<file path="config.mk">
export PLATFORM = sky130hd
export DESIGN_NAME = branch_unit_flat
export DESIGN_NICKNAME = d
export VERILOG_FILES = /design/src/rtl/branch_unit_if.sv /design/src/rtl/branch_unit.sv /design/src/flat_wrapper.sv
export SDC_FILE = /design/constraint.sdc
export NUM_CORES = 1
export LEC_CHECK = 0
export BUFFER_PORTS_ARGS = -buffer_cell sky130_fd_sc_hd__buf_2
export CELL_PAD_IN_SITES_DETAIL_PLACEMENT = 0
export CELL_PAD_IN_SITES_GLOBAL_PLACEMENT = 1
export CORE_MARGIN = 2
export CORE_UTILIZATION = 48
export DETAILED_ROUTE_END_ITERATION = 8
export PLACE_DENSITY = 0.86
export REMOVE_ABC_BUFFERS = 1
export SYNTH_ARGS = -nofsm -noshare
export SYNTH_HDL_FRONTEND = slang
export SYNTH_SLANG_ARGS = --single-unit
</file>
<file path="constraint.sdc">
create_clock -name clk -period 8 [get_ports clk]
set_input_delay 0.4 -clock clk [delete_from_list [all_inputs] [get_ports clk]]
set_output_delay 0.4 -clock clk [all_outputs]
set_load 0.05 [all_outputs]
</file>
<file path="src/rtl/branch_unit_if.sv">
// branch_unit_if: decode-side inputs and PC/link/RAS status outputs of the branch unit.
// PC_W and CNT_W must match the connected branch_unit instance.
interface branch_unit_if #(parameter int PC_W = 9, parameter int CNT_W = 8);
    logic br_valid, stall, N, V, Z;
    logic [2:0] opcode, cond;
    logic [1:0] op;
    logic [PC_W-1:0] sximm8, data_out;
    logic [PC_W-1:0] pc, link_pc;
    logic taken, flush, link_we, ras_mispredict, ras_ovf, ras_unf;
    logic [CNT_W-1:0] mispredict_cnt;
    modport master (
        output br_valid, stall, opcode, op, cond, sximm8, data_out, N, V, Z,
        input  pc, taken, flush, link_we, link_pc, ras_mispredict, ras_ovf, ras_unf, mispredict_cnt
    );
    modport slave (
        input  br_valid, stall, opcode, op, cond, sximm8, data_out, N, V, Z,
        output pc, taken, flush, link_we, link_pc, ras_mispredict, ras_ovf, ras_unf, mispredict_cnt
    );
endinterface

</file>
<file path="src/rtl/branch_unit.sv">
// branch_unit: PC register, branch resolution, link write-back and a check-only return-address stack.
module branch_unit #(
    parameter int PC_W = 9,
    parameter int RAS_DEPTH = 4,
    parameter int CNT_W = 8,
    parameter logic [PC_W-1:0] RESET_VEC = '0
) (
    input logic clk,
    input logic rst_n,
    branch_unit_if.slave bus
);
    localparam int PW = $clog2(RAS_DEPTH);
    localparam int CW = $clog2(RAS_DEPTH + 1);
    typedef enum logic {RUN, FLUSH} state_t;
    state_t state, state_nxt;
    logic [PC_W-1:0] pc_q, pc_nxt, link;
    logic [PC_W-1:0] ras [RAS_DEPTH];
    logic [PW-1:0] ptr, ptr_dec;
    logic [CW-1:0] cnt;
    logic [CNT_W-1:0] mcnt;
    logic mis_q, ovf_q, unf_q;
    logic [4:0] oc;
    logic is_br, is_bl, is_bx, is_blx, lt, br_taken, run, taken, link_we;
    logic accept, push, pop, empty, full, miss;
    logic [7:0] cond_tab;
    assign oc = {bus.opcode, bus.op};
    assign is_br = oc == 5'b00100;
    assign is_bl = oc == 5'b01011;
    assign is_bx = oc == 5'b01000;
    assign is_blx = oc == 5'b01010;
    assign lt = bus.N ^ bus.V;
    // Indexed by cond: 7 never, 6 BGT, 5 BGE, 4 BLE, 3 BLT, 2 BNE, 1 BEQ, 0 B
    assign cond_tab = {1'b0, !lt & !bus.Z, !lt, lt | bus.Z, lt, !bus.Z, bus.Z, 1'b1};
    assign br_taken = is_br & cond_tab[bus.cond];
    assign link = pc_q + 1'b1;
    assign pc_nxt = br_taken ? link + bus.sximm8 :
                    is_bl ? pc_q + bus.sximm8 :
                    (is_bx | is_blx) ? bus.data_out : link;
    assign accept = run & bus.br_valid & !bus.stall;
    assign push = accept & (is_bl | is_blx);
    assign pop = accept & is_bx & !empty;
    assign empty = cnt == '0;
    assign full = cnt == CW'(RAS_DEPTH);
    assign ptr_dec = ptr - 1'b1;
    assign miss = ras[ptr_dec] != bus.data_out;
    always_comb begin
        state_nxt = state;
        run = state == RUN;
        taken = bus.br_valid & run & (is_bl | is_bx | is_blx | br_taken);
        link_we = bus.br_valid & run & (is_bl | is_blx);
        state_nxt = bus.stall ? state : (run && taken) ? FLUSH : RUN;
    end
    always_ff @(posedge clk or negedge rst_n)
        if (!rst_n) state <= RUN;
        else state <= state_nxt;
    always_ff @(posedge clk or negedge rst_n) begin
        if (!rst_n) begin
            pc_q <= RESET_VEC;
            ptr <= '0;
            cnt <= '0;
            mcnt <= '0;
            mis_q <= 1'b0;
            ovf_q <= 1'b0;
            unf_q <= 1'b0;
        end else begin
            mis_q <= pop & miss;
            ovf_q <= push & full;
            unf_q <= accept & is_bx & empty;
            if (accept) pc_q <= pc_nxt;
            if (push) begin
                ptr <= ptr + 1'b1;
                if (!full) cnt <= cnt + 1'b1;
            end else if (pop) begin
                ptr <= ptr_dec;
                cnt <= cnt - 1'b1;
                if (miss && !(&mcnt)) mcnt <= mcnt + 1'b1;
            end
        end
    end
    // A full stack wraps onto its oldest entry; occupancy tracking lives in cnt
    always_ff @(posedge clk)
        if (push) ras[ptr] <= link;
    assign bus.pc = pc_q;
    assign bus.taken = taken;
    assign bus.flush = state == FLUSH;
    assign bus.link_we = link_we;
    assign bus.link_pc = link;
    assign bus.ras_mispredict = mis_q;
    assign bus.ras_ovf = ovf_q;
    assign bus.ras_unf = unf_q;
    assign bus.mispredict_cnt = mcnt;
endmodule

</file>
<file path="src/flat_wrapper.sv">
// flat-port wrapper written by rule: the top's interface ports become plain ports
module branch_unit_flat 
#(
    parameter int PC_W = 9,
    parameter int RAS_DEPTH = 4,
    parameter int CNT_W = 8,
    parameter logic [PC_W-1:0] RESET_VEC = '0
)
  (clk, rst_n, bus_br_valid, bus_stall, bus_opcode, bus_op, bus_cond, bus_sximm8, bus_data_out, bus_N, bus_V, bus_Z, bus_pc, bus_taken, bus_flush, bus_link_we, bus_link_pc, bus_ras_mispredict, bus_ras_ovf, bus_ras_unf, bus_mispredict_cnt);
  branch_unit_if #(.PC_W(PC_W), .CNT_W(CNT_W)) bus_i ();
  input logic clk;
  input logic rst_n;
  input wire logic [$bits(bus_i.br_valid)-1:0] bus_br_valid;
  input wire logic [$bits(bus_i.stall)-1:0] bus_stall;
  input wire logic [$bits(bus_i.opcode)-1:0] bus_opcode;
  input wire logic [$bits(bus_i.op)-1:0] bus_op;
  input wire logic [$bits(bus_i.cond)-1:0] bus_cond;
  input wire logic [$bits(bus_i.sximm8)-1:0] bus_sximm8;
  input wire logic [$bits(bus_i.data_out)-1:0] bus_data_out;
  input wire logic [$bits(bus_i.N)-1:0] bus_N;
  input wire logic [$bits(bus_i.V)-1:0] bus_V;
  input wire logic [$bits(bus_i.Z)-1:0] bus_Z;
  output wire logic [$bits(bus_i.pc)-1:0] bus_pc;
  output wire logic [$bits(bus_i.taken)-1:0] bus_taken;
  output wire logic [$bits(bus_i.flush)-1:0] bus_flush;
  output wire logic [$bits(bus_i.link_we)-1:0] bus_link_we;
  output wire logic [$bits(bus_i.link_pc)-1:0] bus_link_pc;
  output wire logic [$bits(bus_i.ras_mispredict)-1:0] bus_ras_mispredict;
  output wire logic [$bits(bus_i.ras_ovf)-1:0] bus_ras_ovf;
  output wire logic [$bits(bus_i.ras_unf)-1:0] bus_ras_unf;
  output wire logic [$bits(bus_i.mispredict_cnt)-1:0] bus_mispredict_cnt;
  assign bus_i.br_valid = bus_br_valid;
  assign bus_i.stall = bus_stall;
  assign bus_i.opcode = bus_opcode;
  assign bus_i.op = bus_op;
  assign bus_i.cond = bus_cond;
  assign bus_i.sximm8 = bus_sximm8;
  assign bus_i.data_out = bus_data_out;
  assign bus_i.N = bus_N;
  assign bus_i.V = bus_V;
  assign bus_i.Z = bus_Z;
  assign bus_pc = bus_i.pc;
  assign bus_taken = bus_i.taken;
  assign bus_flush = bus_i.flush;
  assign bus_link_we = bus_i.link_we;
  assign bus_link_pc = bus_i.link_pc;
  assign bus_ras_mispredict = bus_i.ras_mispredict;
  assign bus_ras_ovf = bus_i.ras_ovf;
  assign bus_ras_unf = bus_i.ras_unf;
  assign bus_mispredict_cnt = bus_i.mispredict_cnt;
  branch_unit #(.PC_W(PC_W), .RAS_DEPTH(RAS_DEPTH), .CNT_W(CNT_W), .RESET_VEC(RESET_VEC)) u_core (.clk(clk), .rst_n(rst_n), .bus(bus_i));
endmodule
</file>
# Yosys cells after proc, flatten, opt, wreduce, memory -nomap -nowiden

Memories as Yosys holds them, arrays and structs flattened.
Index checks and enable logic that the tools add are counted.

Flip-flop bits (word level): 26
RAM bits: 36
Bits of input ports: 33
Output and inout port bits: 32
Word-level logic and storage cells: 71
Memories kept: 1

Memories:

| memory     | depth | bits a word | read ports | clocked after Yosys merged registers in | write ports | line              | source |
|---|---|---|---|---|---|---|---|
| u_core.ras | 4     | 9           | 1          | 0                                       | 1           | branch_unit.sv:17 | `logic [PC_W-1:0] ras [RAS_DEPTH];` |

Add/sub/neg operators: 8
$lt $le $gt $ge: 1
Equality and inequality tests: 7
Muxes and demuxes: 13
Bitwise gates (word level): 21
Reductions and logical operators: 12

Operator list:

| operator                                                              | count |
|---|---|
| 9-bit two-way mux                                                     | 3 |
| 9-bit adder                                                           | 2 |
| 5-bit by 4-bit equality test with 1-bit output, second input constant | 3 |
| 1-bit bitwise AND                                                     | 12 |
| 9-bit by 1-bit adder with 9-bit output, second input constant         | 1 |
| 3-bit two-way mux                                                     | 3 |
| 9-bit != test                                                         | 1 |
| 8-bit by 1-bit adder with 8-bit output, second input constant         | 1 |
| 8-bit AND reduction                                                   | 1 |
| 1-bit bitwise OR                                                      | 6 |
| 5-bit by 3-bit equality test with 1-bit output, second input constant | 1 |
| 1-bit zero test                                                       | 5 |
| 3-bit by 4-bit < comparator with 1-bit output, second input constant  | 1 |
| 1-bit two-way mux                                                     | 4 |
| 2-bit two-way mux                                                     | 2 |
| 3-bit by 1-bit adder with 3-bit output, second input constant         | 1 |
| 1-bit binary-select mux with 3-bit select                             | 1 |
| 3-bit equality test, second input constant                            | 1 |
| 3-bit zero test                                                       | 1 |
| 3-bit AND reduction                                                   | 1 |
| 3-bit by 1-bit subtractor with 3-bit output, second input constant    | 1 |
| 2-bit by 1-bit adder with 2-bit output, second input constant         | 1 |
| 1-bit logical AND                                                     | 2 |
| 2-bit != test, second input constant                                  | 1 |
| 5 further kinds                                                       | 6 |

# Depth between registers and ports, before layout

Gate-level depths: netlist of the first run.

Depth after elaboration: 10
Depth in mapped cells: 11
Mapped depth without buffers: 11

# Least setup slack after synthesis of the first run

OpenSTA, ideal clock, no wires.

Path kind: register to register
Start: reg u_core.pc_q[1], in the netlist u_core.bus.pc[1]
End: reg u_core.pc_q[8], in the netlist u_core.bus.pc[8]
Library setup time: 0.124 ns
Arrival: 3.524 ns
Required time: 7.876 ns
Setup slack: 4.352 ns
Cell stages (with the launch flop): 11
Path buffers: 0
Period minus slack after synthesis: 3.648 ns
Cells stage by stage: dfrtp_1 > ha_1 > nand3_1 > xnor2_1 > ha_1 > o21ai_0 > a21oi_1 > o41ai_1 > xnor2_1 > nor2_1 > a211o_1

Elaborated cells between the ends (all ways): 6
Those cells by class: add/sub (3); mux (3)

RTL lines:

| what                                   | line               | source |
|---|---|---|
| from (decl)                            | branch_unit.sv:16  | `logic [PC_W-1:0] pc_q, pc_nxt, link;` |
| from (signal assigned)                 | branch_unit.sv:69  | `if (accept) pc_q <= pc_nxt;` |
| 9-bit by 1-bit adder with 9-bit output | branch_unit.sv:35  | `assign link = pc_q + 1'b1;` |
| via bus_link_pc[4]                     | flat_wrapper.sv:27 | `output wire logic [$bits(bus_i.link_pc)-1:0] bus_link_pc;` |
| 9-bit adder                            | branch_unit.sv:36  | `assign pc_nxt = br_taken ? link + bus.sximm8 :` |
| 9-bit two-way mux                      | branch_unit.sv:36  |  |

The timed path passes the listed nets, and every way through them passes these cells.
A chain may end at the register's enable or synchronous reset.

# Final worst setup path of the first run

Start: reg u_core.ptr[0]
End: reg u_core.mcnt[7], in the netlist u_core.bus.mispredict_cnt[7]

Cells in the longest elaborated chain, start to end: 5

RTL lines:

| what                                        | line              | source |
|---|---|---|
| from (decl)                                 | branch_unit.sv:18 | `logic [PW-1:0] ptr, ptr_dec;` |
| from (signal assigned)                      | branch_unit.sv:71 | `ptr <= ptr + 1'b1;` |
| from (signal assigned)                      | branch_unit.sv:74 | `ptr <= ptr_dec;` |
| 2-bit by 1-bit subtractor with 2-bit output | branch_unit.sv:44 | `assign ptr_dec = ptr - 1'b1;` |
| memory 4 x 9 bit                            | -                 |  |
| 9-bit != test                               | branch_unit.sv:45 | `assign miss = ras[ptr_dec] != bus.data_out;` |
| 1-bit logical AND                           | branch_unit.sv:76 | `if (miss && !(&mcnt)) mcnt <= mcnt + 1'b1;` |
| 3-bit AND reduction (no line)               | -                 |  |
| to (signal assigned)                        | branch_unit.sv:76 |  |
| to (decl)                                   | branch_unit.sv:20 | `logic [CNT_W-1:0] mcnt;` |

No other way between the ends.

==> results of run 1 <==
==> placed cells by master, fill, tap and decap left out, drive strengths merged, types with 3 or more instances in the layout <==
| cell | instances |
|---|---|
| buf | 64 |
| edfxtp | 36 |
| nor2 | 30 |
| xnor2 | 27 |
| dfrtp | 26 |
| ha | 23 |
| o21ai | 20 |
| nand2 | 19 |
| inv | 14 |
| a21oi | 13 |
| xor2 | 9 |
| nand3 | 9 |
| nand2b | 9 |
| mux4 | 9 |
| clkbuf | 9 |
| nand4 | 8 |
| and2 | 6 |
| a31oi | 6 |
| mux2i | 6 |
| nor3 | 5 |
| mux2 | 5 |
| and3 | 4 |
| a211oi | 4 |
| a211o | 4 |
| o21bai | 3 |
| o21a | 3 |
| fa | 3 |
| bufinv | 3 |
==> worst paths after layout <==
check,start,slack (ns),end,cells after the start
min in group clk,bus_stall,0.30,u_core.bus.flush,3
min,rst_n,0.07,u_core.bus.pc[3],1
max in group asynchronous,rst_n,7.50,u_core.ptr[0],1
max reg2reg,u_core.ptr[0],4.66,u_core.bus.mispredict_cnt[7],9
max,u_core.ptr[0],4.66,u_core.bus.mispredict_cnt[7],9
min reg2reg,u_core.bus.mispredict_cnt[4],0.49,u_core.bus.mispredict_cnt[4],1
==> metal layers <==
metal / part of all wire / vias to the layer above / wire [um]
met2: 0.50 / 63 / 4420
met5: 0 / - / 0
met4: 0.0080 / 0 / 70
li1: - / 1366 / -
met1: 0.46 / 1357 / 4010
met3: 0.029 / 5 / 257
==> flip-flops by register name (all words and copies together) (netlist names) <==
signal	flops
u_core.bus.ras_mispredict	1
u_core.bus.flush	1
u_core.bus.ras_unf	1
u_core.cnt	3
u_core.bus.pc	9
u_core.bus.mispredict_cnt	8
u_core.bus.ras_ovf	1
u_core.ras	36
u_core.ptr	2
==> report_power, final <==
| part | internal [uW] | switching [uW] |
|---|---|---|
| registers | 401 | 66.8 |
| logic | 301 | 487 |
| clock network | 208 | 129 |
==> final cells by class <==
type / count / area share
multi-input cells: 249 / 0.438
flip-flops and latches: 62 / 0.392
inverters: 14 / 0.0119
repair buffers: 64 / 0.0726
clock buffers: 9 / 0.0281
clock inverters: 7 / 0.0278
well taps: 102 / 0.0289
==> through the flow <==
step,power [uW],hold WS (ns),setup WS [ns],instances
final,1590,0.0654,4.66,507
after global routing,1700,0.0992,4.35,507
after CTS,1600,0.0922,4.58,507
after detailed placement,1260,0.468,4.61,491
after global placement,1230,0.441,4.76,491
after floorplan,1080,0.104,4.34,325
==> cell families (layout without fill, tap and decap cells) <==
kind of cell / Yosys count / count (layout)
AOI/OAI and AO/OA: 68 / 68
xor gates and xnor gates: 36 / 36
muxes: 20 / 20
and+or+nand+nor: 99 / 99
adders and majority gates: 26 / 26
buffers and inverters: 21 / 94
DFF: 62 / 62
==> qor.txt, run 1 <==
Status: complete, no violations
H-tree depth: 3
Vias/cell: 5.50
Core area: 7650 um^2
Post-CTS Setup Inserts: 0
Met2 Use GR: 0.359
Part of the cycle the worst path needs: 0.417
Worst EP required: 8.22 ns
Global-route wire length before repair: 14.1 mm
Synth area leader: edfxtp_1
Dominant cells by area after synthesis: edfxtp_1, dfrtp_1, ha_1
GRT Total Usage: 0.217
Initial antenna violation count: 0
Post-DP Area: 4170 um^2
Yosys top cell area share: 0.288
Post-synth cell types: 48
Hold Fails Final Rpt: 0
Vias after detailed routing: 2,791
Largest family of logic cells by synthesized area: simple AND/OR/NAND/NOR gates
DRT iter0 DRCs: 185
Synth Area per Inst: 11.3 um^2
XOR/XNOR Fraction of Synth Area: 0.0840
Die area: 8540 um^2
GR Layer Usage met1: 0.295
Max-Cap Viols: 0
Critical path's top delay family: simple AND/OR/NAND/NOR gates
Buffers & Inverters on Critical Path: 1
Mapped Area: 3750 um^2
Final Max Tran Viols: 0
Commonest cells in the netlist: edfxtp_1, nor2_1, xnor2_1
Starting density of the core: 0.491
Critical Path Sink Type: register
Synth warn: 0
Fill cells: 646
Root buf cell: clkbuf_8
Post-Route WL: 8.76 mm
Inserted Clock Buffers: 9
Area of the multi-input gates: 1930 um^2
Peak-usage layer in the global routing report: met2
Post-synthesis compound-gate area fraction: 0.121
Area growth syn-to-layout: 17.6%
Sequential-to-total area share from yosys stat: 0.461
CTS tree: yes
Largest net degree at the start of global routing: 27
#FFs+latches synth: 62
CP Cell Sequence: inv_1, ha_1, mux4_2, xnor2_1, nand3_1, nor4_2, nor2_1, nand4_1, mux2_1
# DRC: 0
Worst Path Max Fanout: 13
Synth Area in Adders: 0.0927
Die Y: 92.4 um
# IOs: 65
Met3 GRT Util: 0.0358
# rows: 32
Setup CP Type: register to register
Port Buf Inserts: 64
Sequential Area: 1730 um^2
Number of synthesized flops with an enable pin: 36
Worst clock skew: 0.0162 ns
Fin util: 0.577
Maximum VDD drop: 0.276 mV
Gpl congestion: 0.794
Final setup fails: 0
Clock Path Buffers: 2
Post-synthesis simple-gate area fraction: 0.131
WL/cell: 17.3 um
Final min period: 3.34 ns
Largest incremental delay on the critical path: 0.77 ns
Critical Path Source Type: register
Hold buffer count at CTS: 0
Clock insertion delay at the later pin of the skew report: 0.34 ns
Layout Nets: 459
Cell Pwr Density: 361 nW/um^2
Worst EP arrival: 3.56 ns
Post-synth top flop: edfxtp_1
Synth async-reset ratio: 0.419
Final setup TNS: 0 ns
Clk slew on worst S/H paths: 0.08 ns
Antenna Nets Post-Route: 0
Top-count cell post-synth: edfxtp_1
Mux contribution to synthesized area: 0.0860
Post_cts resized: 0
Share of post-route cells with drive strength above 1: 0.240
First-pass DRT Iterations: 4
Finished layout cell area: 4410 um^2
Chip width: 92.4 um
Synthesized instance count: 332
Leak: 0.00187 uW
CTS Sinks: 62
Slowest cell on the critical path: dfrtp_1
Max Fclk: 299 MHz
Diodes inserted: 0
Grt total ovfl: 0
Hold Path Class: input port to async pin
Tightest Pin Transition: 0.994 ns
Slew HR: 0.337
RSZ-0062 raised after global routing: no
HPWL Detailed: 6.61 mm
Number of global-route vias before repair: 2,790
(Power assumes the default switching activity.)
==> inputs of run 2 (changes only) <==
ABC_AREA = 1   (was not set)
CORE_UTILIZATION = 38   (was 48)
PLACE_DENSITY = 0.77   (was 0.86)
clock period = 2.82 ns   (was 8 ns; I/O delays follow)
==> run 2 against run 1 <==
Largest cell class unchanged; maximum frequency increased by 41%; setup slack got worse by 4.2 ns; sequential power increased to 2.6 times the previous value; largest power group unchanged; synthesized cell count increased by 52%; count of clock-buffer cells in the layout increased by 2; flip-flop and latch count unchanged.
==> qor.txt, run 2 <==
Part of the cycle the worst path needs: 0.838 (+0.421)
#FFs+latches synth: 62 (unchanged)
Buffers & Inverters on Critical Path: 1 (unchanged)
Hold Crit Depth: 3
Most common cell after layout, fill and taps aside: nand2_1
XOR/XNOR Fraction of Synth Area: 0.0430 (-0.0410)
Critical path's top delay family: adder cells
Crit path top cell by count: nand2_1
R2R setup slack: 0.46 ns (-4.20 ns)
Starting density of the core: 0.393 (-0.0976)
Worst EP arrival: 2.60 ns (-0.96 ns)
Setup CP Type: register to register
Post-synthesis compound-gate area fraction: 0.0856 (-0.0357)
Synth Area per Inst: 8.11 um^2 (-28%)
Most frequent cells in the layout: nand2_1, buf_2, inv_1
Number of global-route vias before repair: 3,312 (+19%)
Vias after detailed routing: 3,486 (+25%)
Leak: 0.00239 uW (+27%)
Post-synth top flop: edfxtp_1
Hold slack: 0.0785 ns (+0.0131 ns)
# DRC: 0 (unchanged)
Max reg flops: 36 (unchanged)
Maximum VDD drop: 0.553 mV (+100%)
CP Cell Sequence: ha_1, inv_1, fa_1, o21ai_1, nand3_1, nand2_1, nand2_1, nand3_1, nand2_1, nand2_1, nand2_1, nand2_1, nand2_1
Slowest cell on the critical path: dfrtp_1
Most flop-heavy register: u_core.ras
Synth Area in Adders: 0.0853 (-0.00736)
Min-delay src: bus_stall
Post-synth cell types: 39 (-19%)
Tightest Pin Transition: 0.687 ns (-0.308 ns)
Grt total ovfl: 0 (unchanged)
Share of post-route cells with drive strength above 1: 0.186 (-0.0531)
Yosys top cell area share: 0.265 (-0.0229)
Synth area leader: edfxtp_1
Pint: 2210 uW (+140%)
Slew HR: 0.542 (+0.205)
RSZ-0062 raised after global routing: no
Critical Path Source Type: register
Commonest cells in the netlist: nand2_1, inv_1, nand3_1
WL/cell: 13.5 um (-22%)
Reg2Reg Depth: 13 (+4)
H-tree depth: 3 (unchanged)
Inserted Clock Buffers: 9 (unchanged)
Non-Filler Instances: 726 (+43%)
Final Max Tran Viols: 0 (unchanged)
CTS Sinks: 62 (unchanged)
Net Sw Frac: 0.481 (+0.0525)
Clk slew on worst S/H paths: 0.08 ns (about the same)
Number of synthesized flops with an enable pin: 36 (unchanged)
HPWL Detailed: 7.56 mm (+14%)
Worst Hold Path EP: u_core.bus.flush
Hold Path Class: input port to register
FF-to-FF End: u_core.bus.pc[8]
Synth warn: 0 (unchanged)
Largest net degree at the start of global routing: 27 (unchanged)
Layout Nets: 644 (+40%)
Dpl ws: 0.350 ns (-4.26 ns)
Worst EP required: 3.06 ns (-5.16 ns)
DRT iter0 DRCs: 144 (-22%)
CTS tree: yes
Worst r2r src: u_core.bus.pc[1]
Worst Path Max Fanout: 8 (-5)
Gpl congestion: 0.899 (+13%)
Port Buf Inserts: 64 (unchanged)
Vias/cell: 4.80 (-13%)
Comb power frac: 0.551 (+0.056)
GRT Total Usage: 0.180 (-0.0363)
Net Sw Power: 2050 uW (+200%)
Hold Fails Final Rpt: 0 (unchanged)
Diodes inserted: 0 (unchanged)
Die Y: 108 um (+16%)
Synthesized instance count: 503 (+52%)
Critical Path Sink Type: register
Core area: 10,400 um^2 (+36%)
Max Fclk: 423 MHz (+41%)
Post-synthesis simple-gate area fraction: 0.291 (+0.160)
Mux contribution to synthesized area: 0 (-0.0860)
Die area: 11,600 um^2 (+35%)
Post-Route WL: 9.80 mm (+12%)
# rows: 37 (+16%)
Top-count cell post-synth: nand2_1
Initial antenna violation count: 0 (unchanged)
Largest incremental delay on the critical path: 0.45 ns (-0.32 ns)
Max-Cap Viols: 0 (unchanged)
Sequential Power Share: 0.290 (-0.004)
Final setup fails: 0 (unchanged)
Clock Path Buffers: 2 (unchanged)
First-pass DRT Iterations: 7 (+3)
Clock insertion delay at the later pin of the skew report: 0.34 ns (about the same)
Final min period: 2.36 ns (-0.976 ns)
Sequential-to-total area share from yosys stat: 0.425 (-0.0367)
Antenna Nets Post-Route: 0 (unchanged)
Chip width: 108 um (+16%)
Global-route wire length before repair: 15.9 mm (+12%)
Post-route worst setup slack: 0.456 ns (-4.20 ns)
Cell Pwr Density: 887 nW/um^2 (+150%)
Worst clock skew: 0.0142 ns (-0.00204 ns)
Clock share of power: 0.159 (-0.052)
# IOs: 65 (unchanged)
Root buf cell: clkbuf_8
Largest family of logic cells by synthesized area: simple AND/OR/NAND/NOR gates
Synth async-reset ratio: 0.419 (unchanged)
Post-Place Cells: 708 (+44%)
Status: complete, no violations
Dominant cells by area after synthesis: edfxtp_1, dfrtp_1, nand2_1
Area growth syn-to-layout: 17.6% (about the same)
Mapped Area: 4080 um^2 (+8.6%)
-- run 2: what timing repair did --
| action | CTS | global route |
|---|---|---|
| setup buffers | 0 | 0 |
| resized for setup | 0 | 1 |
| endpoints found under the hold margin | 27 | 0 |
| endpoints found under the setup margin | 0 | 1 |
| hold buffers | 2 | 0 |
-- run 2: logic make-up after synthesis --
logic type      count (synthesis)
simple gates                  267
fa+ha+maj                      26
xor+xnor                       20
compound gates                 60
buf+inv                        68
flops                          62
-- run 2: per-stage QoR --
stage / setup TNS, ns / total power (uW) / util / instance area, um^2
5_1_grt: 0 / 4620 / 0.462 / 4790
3_5_place_dp: 0 / 3590 / 0.444 / 4610
3_3_place_gp: 0 / 3580 / 0.444 / 4610
4_1_cts: 0 / 4280 / 0.462 / 4790
2_1_floorplan: -2.45 / 2980 / - / 4010
6_report: 0 / 4250 / 0.462 / 4790
-- run 2: worst max-delay path by stage --
stage / from / end / slack [ns] / cells after the start
5_1_grt: u_core.bus.pc[1] / u_core.bus.pc[8] / 0.11 / 18
3_5_place_dp: u_core.bus.pc[2] / u_core.bus.pc[8] / 0.35 / 17
2_1_floorplan: u_core.bus.pc[1] / u_core.bus.pc[7] / -0.56 / 12
6_report: u_core.bus.pc[1] / u_core.bus.pc[8] / 0.46 / 13
3_3_place_gp: u_core.bus.pc[1] / u_core.bus.pc[8] / 0.41 / 13
4_1_cts: u_core.bus.pc[2] / u_core.bus.pc[8] / 0.35 / 17
-- run 2: per-layer routing --
| layer | vias up | global-route usage | part of all wire |
|---|---|---|---|
| met3 | 15 | 0.0345 | 0.039 |
| met1 | 1577 | 0.235 | 0.48 |
| met4 | 0 | 0.0714 | 0.020 |
| met2 | 66 | 0.295 | 0.46 |
| li1 | 1828 | - | - |
| met5 | - | 0 | 0 |
-- run 2: layout make-up --
class	count	area, um^2
fill	1068	5580
clock buffer	11	141
timing repair buffer	80	445
multi-input combinational	373	2060
tap	136	170
sequential	62	1730
clock inverter	5	25.0
inverter	59	221
-- run 2: power by group through the flow --
stage          clock, uW  combinational [uW]  sequential, uW
4_1_cts              692                2350            1240
6_report             676                2340            1230
3_3_place_gp           0                2330            1250
3_5_place_dp           0                2340            1250
5_1_grt              738                2630            1250
2_1_floorplan          0                1540            1450
-- run 2: tightest hold or removal path, stage by stage --
cell and delay (ns):
buf_2 0.11, inv_1 0.06, o21ai_0 0.07
